$ cat config.mk
export PLATFORM = sky130hd
export DESIGN_NAME = uart_lite_slave
export DESIGN_NICKNAME = d
export VERILOG_FILES = /design/src/rtl/uart_lite_slave.sv
export SDC_FILE = /design/constraint.sdc
export NUM_CORES = 1
export LEC_CHECK = 0
export CELL_PAD_IN_SITES_DETAIL_PLACEMENT = 1
export CELL_PAD_IN_SITES_GLOBAL_PLACEMENT = 1
export CORE_MARGIN = 1
export CORE_UTILIZATION = 54
export CTS_BUF_LIST = sky130_fd_sc_hd__clkbuf_16
export DETAILED_ROUTE_END_ITERATION = 10
export DONT_BUFFER_PORTS = 1
export GPL_ROUTABILITY_DRIVEN = 0
export PLACE_DENSITY = 0.8
export SLEW_MARGIN = 20
export SYNTH_ARGS = -nofsm -noshare
export SYNTH_HDL_FRONTEND = slang
export SYNTH_SLANG_ARGS = --single-unit
$ cat constraint.sdc
create_clock -name clk -period 4.1 [get_ports clk]
set_clock_uncertainty 0.2 [all_clocks]
set_input_delay 1.025 -clock clk [delete_from_list [all_inputs] [get_ports clk]]
set_output_delay 1.025 -clock clk [all_outputs]
set_load 0.02 [all_outputs]
$ cat src/rtl/uart_lite_slave.sv
// UART-Lite register map behind an AXI4-Lite slave port.
// Bridges bus accesses to byte-stream TX/RX ports, with one FIFO in each direction.

module uart_lite_fifo #(
    parameter int DEPTH = 16,
    parameter int CNT_W = 5
) (
    input  logic             clk,
    input  logic             rst,
    input  logic             clr,
    input  logic             push,
    input  logic [7:0]       wdata,
    input  logic             pop,
    output logic [7:0]       head,
    output logic [CNT_W-1:0] count,
    output logic [CNT_W-1:0] count_nxt
);
    localparam int PTR_W = $clog2(DEPTH);

    logic [7:0]       mem [DEPTH];
    logic [PTR_W-1:0] wr_ptr;
    logic [PTR_W-1:0] rd_ptr;
    logic             full;
    logic             do_push;
    logic             do_pop;

    // A pop frees a slot in the same cycle, so a full FIFO still accepts a push alongside it.
    always_comb begin
        full      = (count == CNT_W'(DEPTH));
        do_pop    = pop && (count != '0) && !clr;
        do_push   = push && (!full || do_pop) && !clr;
        count_nxt = count;
        if (clr) begin
            count_nxt = '0;
        end else begin
            count_nxt = count + CNT_W'(do_push) - CNT_W'(do_pop);
        end
    end

    always_ff @(posedge clk or posedge rst) begin
        if (rst) begin
            wr_ptr <= '0;
            rd_ptr <= '0;
            count  <= '0;
        end else begin
            count <= count_nxt;
            if (clr) begin
                wr_ptr <= '0;
                rd_ptr <= '0;
            end else begin
                if (do_push) wr_ptr <= wr_ptr + 1'b1;
                if (do_pop)  rd_ptr <= rd_ptr + 1'b1;
            end
        end
    end

    always_ff @(posedge clk) begin
        if (do_push) mem[wr_ptr] <= wdata;
    end

    assign head = mem[rd_ptr];
endmodule

module uart_lite_slave #(
    parameter int FIFO_DEPTH = 16,
    parameter int ADDR_W     = 4
) (
    input  logic              clk,
    input  logic              rst,
    input  logic [ADDR_W-1:0] s_axi_awaddr,
    input  logic              s_axi_awvalid,
    output logic              s_axi_awready,
    input  logic [31:0]       s_axi_wdata,
    input  logic [3:0]        s_axi_wstrb,
    input  logic              s_axi_wvalid,
    output logic              s_axi_wready,
    output logic [1:0]        s_axi_bresp,
    output logic              s_axi_bvalid,
    input  logic              s_axi_bready,
    input  logic [ADDR_W-1:0] s_axi_araddr,
    input  logic              s_axi_arvalid,
    output logic              s_axi_arready,
    output logic [31:0]       s_axi_rdata,
    output logic [1:0]        s_axi_rresp,
    output logic              s_axi_rvalid,
    input  logic              s_axi_rready,
    output logic [7:0]        tx_data,
    output logic              tx_valid,
    input  logic              tx_ready,
    input  logic [7:0]        rx_data,
    input  logic              rx_valid,
    input  logic              rx_frame_err,
    output logic              interrupt
);
    localparam int CNT_W = $clog2(FIFO_DEPTH) + 1;

    localparam logic [1:0] REG_RX   = 2'd0;
    localparam logic [1:0] REG_TX   = 2'd1;
    localparam logic [1:0] REG_STAT = 2'd2;
    localparam logic [1:0] REG_CTRL = 2'd3;

    typedef enum logic {W_IDLE, W_RESP} w_state_t;
    typedef enum logic {R_IDLE, R_RESP} r_state_t;

    w_state_t w_state, w_state_nxt;
    r_state_t r_state, r_state_nxt;

    logic             active;
    logic             aw_held;
    logic             w_held;
    logic [1:0]       aw_sel;
    logic [7:0]       wdata_reg;
    logic             wstrb0_reg;
    logic             aw_hs;
    logic             w_hs;
    logic             commit;
    logic             tx_push_req;
    logic             ctrl_wr;
    logic             tx_clr;
    logic             rx_clr;

    logic             ar_hs;
    logic [1:0]       ar_sel;
    logic             rx_pop_req;
    logic             stat_rd;
    logic [7:0]       rdata_reg;
    logic [7:0]       rdata_nxt;
    logic [7:0]       stat;

    logic [7:0]       tx_head;
    logic [7:0]       rx_head;
    logic [CNT_W-1:0] tx_cnt;
    logic [CNT_W-1:0] tx_cnt_nxt;
    logic [CNT_W-1:0] rx_cnt;
    logic [CNT_W-1:0] rx_cnt_nxt;
    logic             tx_pop;
    logic             rx_full;
    logic             tx_full;
    logic             intr_en;
    logic             overrun;
    logic             frame_err;
    logic             overrun_set;

    logic             unused_bits;
    assign unused_bits = ^{s_axi_awaddr[1:0], s_axi_araddr[1:0], s_axi_wdata[31:8], s_axi_wstrb[3:1]};

    // Readies stay low through reset and the first edge after it.
    always_ff @(posedge clk or posedge rst) begin
        if (rst) active <= 1'b0;
        else     active <= 1'b1;
    end

    // Handshake rule on every channel: a transfer happens on a rising edge where valid and ready
    // are both 1; the source holds its payload stable from raising valid until that edge.
    always_comb begin
        w_state_nxt   = w_state;
        s_axi_awready = 1'b0;
        s_axi_wready  = 1'b0;
        s_axi_bvalid  = 1'b0;
        commit        = 1'b0;
        case (w_state)
            W_IDLE: begin
                s_axi_awready = active && !aw_held;
                s_axi_wready  = active && !w_held;
                commit        = aw_held && w_held;
                if (commit) w_state_nxt = W_RESP;
            end
            W_RESP: begin
                s_axi_bvalid = 1'b1;
                if (s_axi_bready) w_state_nxt = W_IDLE;
            end
            default: w_state_nxt = W_IDLE;
        endcase
    end

    assign aw_hs       = s_axi_awvalid && s_axi_awready;
    assign w_hs        = s_axi_wvalid && s_axi_wready;
    assign s_axi_bresp = 2'b00;

    always_ff @(posedge clk or posedge rst) begin
        if (rst) begin
            w_state    <= W_IDLE;
            aw_held    <= 1'b0;
            w_held     <= 1'b0;
            aw_sel     <= 2'd0;
            wdata_reg  <= 8'd0;
            wstrb0_reg <= 1'b0;
        end else begin
            w_state <= w_state_nxt;
            if (aw_hs) begin
                aw_held <= 1'b1;
                aw_sel  <= s_axi_awaddr[3:2];
            end
            if (w_hs) begin
                w_held     <= 1'b1;
                wdata_reg  <= s_axi_wdata[7:0];
                wstrb0_reg <= s_axi_wstrb[0];
            end
            if (w_state == W_RESP && s_axi_bready) begin
                aw_held <= 1'b0;
                w_held  <= 1'b0;
            end
        end
    end

    assign tx_push_req = commit && wstrb0_reg && (aw_sel == REG_TX);
    assign ctrl_wr     = commit && wstrb0_reg && (aw_sel == REG_CTRL);
    assign tx_clr      = ctrl_wr && wdata_reg[0];
    assign rx_clr      = ctrl_wr && wdata_reg[1];

    always_comb begin
        r_state_nxt   = r_state;
        s_axi_arready = 1'b0;
        s_axi_rvalid  = 1'b0;
        case (r_state)
            R_IDLE: begin
                s_axi_arready = active;
                if (s_axi_arvalid && active) r_state_nxt = R_RESP;
            end
            R_RESP: begin
                s_axi_rvalid = 1'b1;
                if (s_axi_rready) r_state_nxt = R_IDLE;
            end
            default: r_state_nxt = R_IDLE;
        endcase
    end

    assign ar_hs       = s_axi_arvalid && s_axi_arready;
    assign ar_sel      = s_axi_araddr[3:2];
    assign rx_pop_req  = ar_hs && (ar_sel == REG_RX) && (rx_cnt != '0);
    assign stat_rd     = ar_hs && (ar_sel == REG_STAT);
    assign s_axi_rresp = 2'b00;
    assign s_axi_rdata = {24'd0, rdata_reg};

    assign rx_full = (rx_cnt == CNT_W'(FIFO_DEPTH));
    assign tx_full = (tx_cnt == CNT_W'(FIFO_DEPTH));
    assign stat    = {1'b0, frame_err, overrun, intr_en, tx_full, (tx_cnt == '0), rx_full, (rx_cnt != '0)};

    always_comb begin
        rdata_nxt = 8'd0;
        case (ar_sel)
            REG_RX:   rdata_nxt = (rx_cnt != '0) ? rx_head : 8'd0;
            REG_STAT: rdata_nxt = stat;
            default:  rdata_nxt = 8'd0;
        endcase
    end

    always_ff @(posedge clk or posedge rst) begin
        if (rst) begin
            r_state   <= R_IDLE;
            rdata_reg <= 8'd0;
        end else begin
            r_state <= r_state_nxt;
            if (ar_hs) rdata_reg <= rdata_nxt;
        end
    end

    assign tx_valid = (tx_cnt != '0);
    assign tx_data  = tx_head;
    assign tx_pop   = tx_valid && tx_ready;

    uart_lite_fifo #(.DEPTH(FIFO_DEPTH), .CNT_W(CNT_W)) u_tx_fifo (
        .clk       (clk),
        .rst       (rst),
        .clr       (tx_clr),
        .push      (tx_push_req),
        .wdata     (wdata_reg),
        .pop       (tx_pop),
        .head      (tx_head),
        .count     (tx_cnt),
        .count_nxt (tx_cnt_nxt)
    );

    uart_lite_fifo #(.DEPTH(FIFO_DEPTH), .CNT_W(CNT_W)) u_rx_fifo (
        .clk       (clk),
        .rst       (rst),
        .clr       (rx_clr),
        .push      (rx_valid),
        .wdata     (rx_data),
        .pop       (rx_pop_req),
        .head      (rx_head),
        .count     (rx_cnt),
        .count_nxt (rx_cnt_nxt)
    );

    // A byte lost to a full RX FIFO is an overrun only when no read frees a slot that cycle.
    assign overrun_set = rx_valid && rx_full && !rx_pop_req;

    // New error events win over a STAT read that clears in the same cycle.
    always_ff @(posedge clk or posedge rst) begin
        if (rst) begin
            intr_en   <= 1'b0;
            overrun   <= 1'b0;
            frame_err <= 1'b0;
            interrupt <= 1'b0;
        end else begin
            if (ctrl_wr) intr_en <= wdata_reg[4];
            overrun   <= overrun_set || (overrun && !stat_rd);
            frame_err <= (rx_valid && rx_frame_err) || (frame_err && !stat_rd);
            interrupt <= intr_en && (((rx_cnt == '0) && (rx_cnt_nxt != '0)) ||
                                     ((tx_cnt != '0) && (tx_cnt_nxt == '0)));
        end
    end
endmodule
==> out/qor_table.md, run 1 <==
| Item | Reported | Unit |
|---|---|---|
| First-pass DRT Iterations | 5 | - |
| Horizontal die dimension | 157.1 | um |
| Maximum root-to-sink buffer count | 3 | - |
| Global route total overflow | 0 | - |
| Top-area cell type share of the netlist area | 59.19 | % |
| Hold Fails Final Rpt | 0 | - |
| Vias per inst | 5.892 | - |
| Max Fanout on Critical Path | 15 | - |
| Post-synth cell types | 52 | - |
| Flop and latch count out of synthesis | 310 | - |
| Total chip power | 10.06 | mW |
| VDD IR max | 0.4082 | mV |
| Cts bufs inserted | 34 | - |
| Latest clock arrival within the worst-skew pair | 0.53 | ns |
| Max-slew headroom at the worst pin | 31.17 | % |
| Clock tree from TritonCTS | yes | - |
| First-pass GRT wire length | 44.96 | mm |
| Fin area | 14460 | sq um |
| Largest area contributor in the synthesized netlist | sky130_fd_sc_hd__edfxtp_1 | - |
| Final number of setup-violating endpoints | 0 | - |
| HPWL reported at the end of detailed placement | 19.72 | mm |
| Area of all sequential standard cells | 9040 | sq um |
| Top-count cell post-synth | sky130_fd_sc_hd__edfxtp_1 | - |
| Final min period | 3.845 | ns |
| Area overhead of the layout relative to synthesis | 11.34 | % |
| Largest registers | u_rx_fifo.mem x128, u_tx_fifo.mem x128 | - |
| Number of sinks driven by the clock tree | 310 | - |
| Initial antenna violation count | 0 | - |
| Gates resized, CTS repair | 0 | - |
| Cell area power density | 695.7 | nW/um^2 |
| Total I/O pin count | 113 | - |
| Most frequent cells after synthesis | sky130_fd_sc_hd__edfxtp_1 (256), sky130_fd_sc_hd__mux4_2 (57), sky130_fd_sc_hd__dfrtp_1 (54) | - |
| Standard-cell rows | 56 | - |
| Highest clock frequency the design can meet | 260.0 | MHz |
| Total of warnings raised by yosys | 0 | - |
| Category of the critical setup timing path | register to output port | - |
| Vertical die dimension | 157.1 | um |
| Number of cells produced by synthesis | 749 | - |
| Clock transition at path regs | 0.06 | ns |
| Post-synth EDFFs | 256 | - |
| Share of synthesized registers carrying an async set or reset | 17.42 | % |
| Number of global-route vias before repair | 7333 | - |
| Nets | 873 | - |
| Hold bufs inserted after CTS | 0 | - |
| Pin count of the biggest net entering global routing | 41 | - |
| WL final | 29.62 | mm |
| Final ANT Viol Nets | 0 | - |
| Clk root buf | sky130_fd_sc_hd__clkbuf_16 | - |
| Crit path setup slack, layout | 0.2545 | ns |
| DRC marker count from the first detailed-route iteration | 448 | - |
| Critical path data arrival time | 2.62 | ns |
| Endpoint class of the critical path | output port | - |
| Setup TNS after final layout | 0 | ns |
| Max-cap violations | 0 | - |
| Worst hold-check slack | 0.3107 | ns |
| LEAKAGE | 5.110 | nW |
| Slew Viols, Final | 0 | - |
| Footprint of the multi-input gates | 3571 | sq um |
| Outcome | finished, final reports clean | - |
| Core footprint | 23540 | sq um |
| Kind of launch point of the worst setup path | register | - |
| Via count | 6652 | - |
| Starting utilization of the core area | 55.17 | % |
| Unrepaired setup endpoints after global routing | no | - |
| Remaining routing DRC violations | 0 | - |
| Number of setup buffers added after CTS | 0 | - |
| Syn avg cell area | 17.34 | sq um |
| Pre-CTS setup slack | 0.1749 | ns |
| Area of the die | 24680 | sq um |
| Cell Area, Synth | 12990 | sq um |
| # fillers | 2067 | - |
| Share of the clock period used by the worst path after layout | 93.79 | % |
| Total GRT Usage | 25.46 | % |
| I/O Buffers | 0 | - |
| Diode count | 0 | - |
| Main synth FF type | sky130_fd_sc_hd__edfxtp_1 | - |
| Proportion of layout cells with a drive suffix above 1 | 19.63 | % |
| Hold WC Path Type | register to register | - |
| Clock H-tree levels | 2 | - |
| Instance area after placement | 13410 | sq um |
| Worst slew pin tran | 1.033 | ns |
| Top area cells in the synthesized netlist | sky130_fd_sc_hd__edfxtp_1 (59%), sky130_fd_sc_hd__dfrtp_1 (10%), sky130_fd_sc_hd__mux4_2 (9.9%) | - |
| Detailed-route wire length per cell | 26.24 | um |
| CP Data Required Time | 2.87 | ns |
| Seq/Total Area, Yosys | 69.59 | % |
-- cell usage in the layout, fill, tap and decap left out, types with 5 or more instances in the layout --
cell type,count
sky130_fd_sc_hd__a21oi_1,12
sky130_fd_sc_hd__a221oi_1,6
sky130_fd_sc_hd__a31oi_1,6
sky130_fd_sc_hd__and2_1,5
sky130_fd_sc_hd__and3_1,6
sky130_fd_sc_hd__buf_4,34
sky130_fd_sc_hd__clkbuf_16,34
sky130_fd_sc_hd__clkinv_1,6
sky130_fd_sc_hd__clkinv_2,5
sky130_fd_sc_hd__conb_1,29
sky130_fd_sc_hd__dfrtp_1,53
sky130_fd_sc_hd__edfxtp_1,256
sky130_fd_sc_hd__ha_1,22
sky130_fd_sc_hd__inv_1,36
sky130_fd_sc_hd__mux2_2,10
sky130_fd_sc_hd__mux2i_1,18
sky130_fd_sc_hd__mux4_1,9
sky130_fd_sc_hd__mux4_2,57
sky130_fd_sc_hd__nand2_1,30
sky130_fd_sc_hd__nand3_1,15
sky130_fd_sc_hd__nand4_1,5
sky130_fd_sc_hd__nor2_1,45
sky130_fd_sc_hd__nor2b_1,11
sky130_fd_sc_hd__nor3_1,11
sky130_fd_sc_hd__nor4_1,5
sky130_fd_sc_hd__o21ai_0,9
sky130_fd_sc_hd__xnor2_1,9
sky130_fd_sc_hd__xor2_1,8
-- kinds of logic after synthesis --
family	synth area share, %
XOR/XNOR	1.146
adder cells (fa/ha/maj)	2.427
AO/OA/AOI/OAI	2.755
flip-flops	69.59
AND/OR/NAND/NOR	6.271
buffers and inverters	3.795
other	0.05782
multiplexers	13.96
-- worst max-delay path, cell delays in order (launching register included) --
cell and delay, ns:
sky130_fd_sc_hd__dfrtp_2 0.71, sky130_fd_sc_hd__buf_4 0.28, sky130_fd_sc_hd__mux4_2 0.56, sky130_fd_sc_hd__mux4_2 0.56
-- metal layers --
layer  track usage, %  part of all wire (%)  wire (um)  vias to the layer above
met5                0                     0          0                        -
met4            9.478                   3.3        986                        0
met3            3.634                   4.2       1245                       61
met2            48.30                    56      16540                      171
met1            28.97                    37      10850                     3494
li1                 -                     -          -                     2926
-- through the flow --
stage	util (%)	cells
2_1_floorplan	-	776
3_3_place_gp	56.94	1070
3_5_place_dp	56.94	1070
4_1_cts	61.43	1129
5_1_grt	61.43	1129
6_report	61.43	1129
-- path summary, 6_finish.rpt --
check / from / end / slack (ns) / cells after the start
max: u_tx_fifo.rd_ptr[0] / tx_data[4] / 0.25 / 3
min in group asynchronous: rst / u_tx_fifo.count[2] / 0.35 / 1
min: wstrb0_reg / wstrb0_reg / 0.31 / 1
max in group asynchronous: rst / rdata_reg[3] / 2.59 / 2
max reg2reg: w_state / interrupt / 0.32 / 14
min reg2reg: wstrb0_reg / wstrb0_reg / 0.31 / 1
-- power breakdown --
group	internal (mW)	total (mW)	switching (mW)
combinational	1.18	2.50	1.32
sequential	3.98	4.65	0.669
clock	1.70	2.91	1.21
total	6.86	10.1	3.20
-- final cells by class --
class | instances | share of cell area (%)
well taps | 319 | 2.760
flip-flops and latches | 310 | 62.51
repair buffers | 35 | 1.903
inverters | 32 | 0.8306
multi-input cells | 374 | 24.69
clock inverters | 25 | 1.419
clock buffers | 34 | 5.883
No activity file was read; power rests on OpenSTA's default activity.
==> run 2, diff against run 1 <==
==> config.mk (replaced) <==
export PLATFORM = sky130hd
export DESIGN_NAME = uart_lite_slave
export DESIGN_NICKNAME = d
export VERILOG_FILES = /design/src/rtl/uart_lite_slave.sv
export SDC_FILE = /design/constraint.sdc
export NUM_CORES = 1
export LEC_CHECK = 0
export CORE_MARGIN = 1
export CORE_UTILIZATION = 60
export CTS_BUF_LIST = sky130_fd_sc_hd__clkbuf_16
export DETAILED_ROUTE_END_ITERATION = 10
export DONT_BUFFER_PORTS = 1
export GPL_ROUTABILITY_DRIVEN = 0
export PLACE_DENSITY = 0.77
export SLEW_MARGIN = 20
export SYNTH_ARGS = -nofsm -noshare
export SYNTH_HDL_FRONTEND = slang
export SYNTH_SLANG_ARGS = --single-unit
==> out/qor_table.md, run 2 (synthesis results as in run 1) <==
| Item | Reported | Unit | Delta |
|---|---|---|---|
| Detailed-route wire length per cell | 23.92 | um | -8.8% |
| Length of routed met2 wiring | 13.92 | mm | -16% |
| First-pass DRT Iterations | 5 | - | unchanged |
| Total chip power | 9.459 | mW | -6.0% |
| Hold Fails Final Rpt | 0 | - | unchanged |
| Initial antenna violation count | 0 | - | unchanged |
| Highest clock frequency the design can meet | 263.8 | MHz | +1.4% |
| Category of the critical setup timing path | register to output port | - |  |
| Final number of setup-violating endpoints | 0 | - | unchanged |
| Worst-path cell chain | buf_12, mux4_2, mux4_2 | - |  |
| Area overhead of the layout relative to synthesis | 9.585 | % |  |
| Max-cap violations | 0 | - | unchanged |
| Total I/O pin count | 113 | - | unchanged |
| Pre-CTS setup slack | 0.2202 | ns | +0.04524 ns |
| Global route total overflow | 0 | - | unchanged |
| Final design utilization | 67.29 | % | +5.9 points |
| Critical Path Most Common Cell | sky130_fd_sc_hd__mux4_2 | - |  |
| Clock transition at path regs | 0.06 | ns | about the same |
| Share of the clock period used by the worst path after layout | 92.45 | % | -1.3 points |
| Diode count | 0 | - | unchanged |
| Clock tree from TritonCTS | yes | - |  |
| Placed cell count | 1028 | - | -3.9% |
| Clock H-tree levels | 1 | - | -1 |
| VDD IR max | 0.4048 | mV | -0.84% |
| Area of the die | 22240 | sq um | -9.9% |
| Number of buffer and inverter stages on the critical path | 1 | - | unchanged |
| Nets | 871 | - | -0.23% |
| Starting utilization of the core area | 61.40 | % | +6.2 points |
| Number of global-route vias before repair | 6898 | - | -5.9% |
| Latest clock arrival within the worst-skew pair | 0.54 | ns | about the same |
| Commonest cells after routing, fill and taps aside | sky130_fd_sc_hd__edfxtp_1 (256), sky130_fd_sc_hd__mux4_2 (57), sky130_fd_sc_hd__dfrtp_1 (53), sky130_fd_sc_hd__nor2_1 (45), sky130_fd_sc_hd__inv_1 (39) | - |  |
| Setup TNS after final layout | 0 | ns | unchanged |
| Vias per inst | 6.113 | - | +3.7% |
| DRC marker count from the first detailed-route iteration | 589 | - | +31% |
| First-pass GRT wire length | 39.72 | mm | -12% |
| I/O Buffers | 0 | - | unchanged |
| Max stage delay on crit path | 0.60 | ns | -0.11 ns |
| Number of sinks driven by the clock tree | 310 | - | unchanged |
| Max-slew headroom at the worst pin | 33.68 | % | +2.5 points |
| Unrepaired setup endpoints after global routing | no | - |  |
| CP Data Required Time | 2.87 | ns | about the same |
| Fin area | 14230 | sq um | -1.6% |
| Standard-cell rows | 53 | - | -5.4% |
| Final ANT Viol Nets | 0 | - | unchanged |
| Critical path data arrival time | 2.57 | ns | -0.05 ns |
| LEAKAGE | 5.046 | nW | -1.2% |
| Number of setup buffers added after CTS | 0 | - | unchanged |
| WL final | 25.89 | mm | -13% |
| Total GRT Usage | 24.42 | % | -1.0 points |
| HPWL reported at the end of detailed placement | 16.50 | mm | -16% |
| Endpoint class of the critical path | output port | - |  |
| Remaining routing DRC violations | 0 | - | unchanged |
| Commonest non-fill, non-tap cell in the layout | sky130_fd_sc_hd__edfxtp_1 | - |  |
| Detailed-routed wire length on met3 | 1.283 | mm | +3.1% |
| Cts bufs inserted | 30 | - | -12% |
| Clk root buf | sky130_fd_sc_hd__clkbuf_16 | - |  |
| Highest-delay cell along the critical path | sky130_fd_sc_hd__dfrtp_2 | - |  |
| Top sig layer | met4 | - |  |
| Worst hold-check slack | 0.2322 | ns | -0.07846 ns |
| Hold WC Path Type | input port to asynchronous set/reset pin | - |  |
| Kind of launch point of the worst setup path | register | - |  |
| Instance area after placement | 13370 | sq um | -0.30% |
| Area of all sequential standard cells | 9040 | sq um | unchanged |
| Final min period | 3.791 | ns | -0.05494 ns |
| Horizontal die dimension | 149.1 | um | -5.1% |
| Largest registers | u_rx_fifo.mem x128, u_tx_fifo.mem x128 | - |  |
| Via count | 6614 | - | -0.57% |
| Cell area power density | 664.6 | nW/um^2 | -4.5% |
| Pin count of the biggest net entering global routing | 36 | - | -12% |
| Non-filler instance count after layout | 1082 | - | -4.2% |
| Max Fanout on Critical Path | 25 | - | +10 |
| Footprint of the multi-input gates | 3571 | sq um | unchanged |
| Core footprint | 21150 | sq um | -10% |
| Crit path setup slack, layout | 0.3095 | ns | +0.05494 ns |
| Slew Viols, Final | 0 | - | unchanged |
| Outcome | finished, final reports clean | - |  |
| Kind of cell adding the most delay to the critical path | multiplexers | - |  |
| Gates resized, CTS repair | 0 | - | unchanged |
| Worst slew pin tran | 0.9948 | ns | -0.03768 ns |
| Hold bufs inserted after CTS | 0 | - | unchanged |
| Proportion of layout cells with a drive suffix above 1 | 18.96 | % | -0.67 points |
| # fillers | 1345 | - | -35% |
| Vertical die dimension | 149.1 | um | -5.1% |
| Maximum root-to-sink buffer count | 3 | - | unchanged |
| Met1 routed wirelength after detailed routing | 9.831 | mm | -9.4% |
run 2: cell types whose count changed in the layout (fill, tap and decap cells not counted), moves of 2 or more:
| cell | before | now |
|---|---|---|
| sky130_fd_sc_hd__inv_1 | 36 | 39 |
| sky130_fd_sc_hd__inv_6 | 2 | 0 |
| sky130_fd_sc_hd__clkinv_2 | 5 | 2 |
| sky130_fd_sc_hd__clkbuf_16 | 34 | 31 |
| sky130_fd_sc_hd__bufinv_16 | 3 | 0 |
| sky130_fd_sc_hd__buf_4 | 34 | 36 |
| sky130_fd_sc_hd__inv_2 | 3 | 7 |
run 2: layout make-up:
cell class	instances	area share [%]
clock buffers	31	5.450
clock inverters	23	0.6505
inverters	32	0.8439
multi-input cells	374	25.09
flip-flops and latches	310	63.51
well taps	275	2.417
repair buffers	37	2.039
run 2: per-layer routing:
metal,up-vias,GRT usage (%)
li1,2924,-
met1,3427,30.17
met2,210,43.44
met3,53,4.037
met4,0,8.929
met5,-,0
run 2: worst register-to-register path, delay by kind of cell (launching register included):
family / cells / cell delay (ns)
and+or+nand+nor: 6 / 1.37
buffers and inverters: 3 / 0.28
adders and majority gates: 3 / 0.81
DFF: 1 / 0.39
AOI/OAI and AO/OA: 2 / 0.46
run 2: worst paths after layout:
check	startpoint	to	slack, ns	cells after the start
min in group clk	wstrb0_reg	wstrb0_reg	0.32	1
worst max-delay path	u_tx_fifo.rd_ptr[0]	tx_data[7]	0.31	3
worst max register to register	u_rx_fifo.count[3]	interrupt	0.50	14
max in group asynchronous	rst	u_tx_fifo.rd_ptr[0]	2.67	2
worst min-delay path	rst	u_rx_fifo.wr_ptr[0]	0.23	1
worst min register to register	wstrb0_reg	wstrb0_reg	0.32	1
run 2: where the power goes:
| part | switching (mW) | internal (mW) | total [mW] |
|---|---|---|---|
| Combinational | 1.28 | 1.18 | 2.46 |
| Sequential | 0.574 | 3.98 | 4.55 |
| Clock | 1.10 | 1.35 | 2.45 |
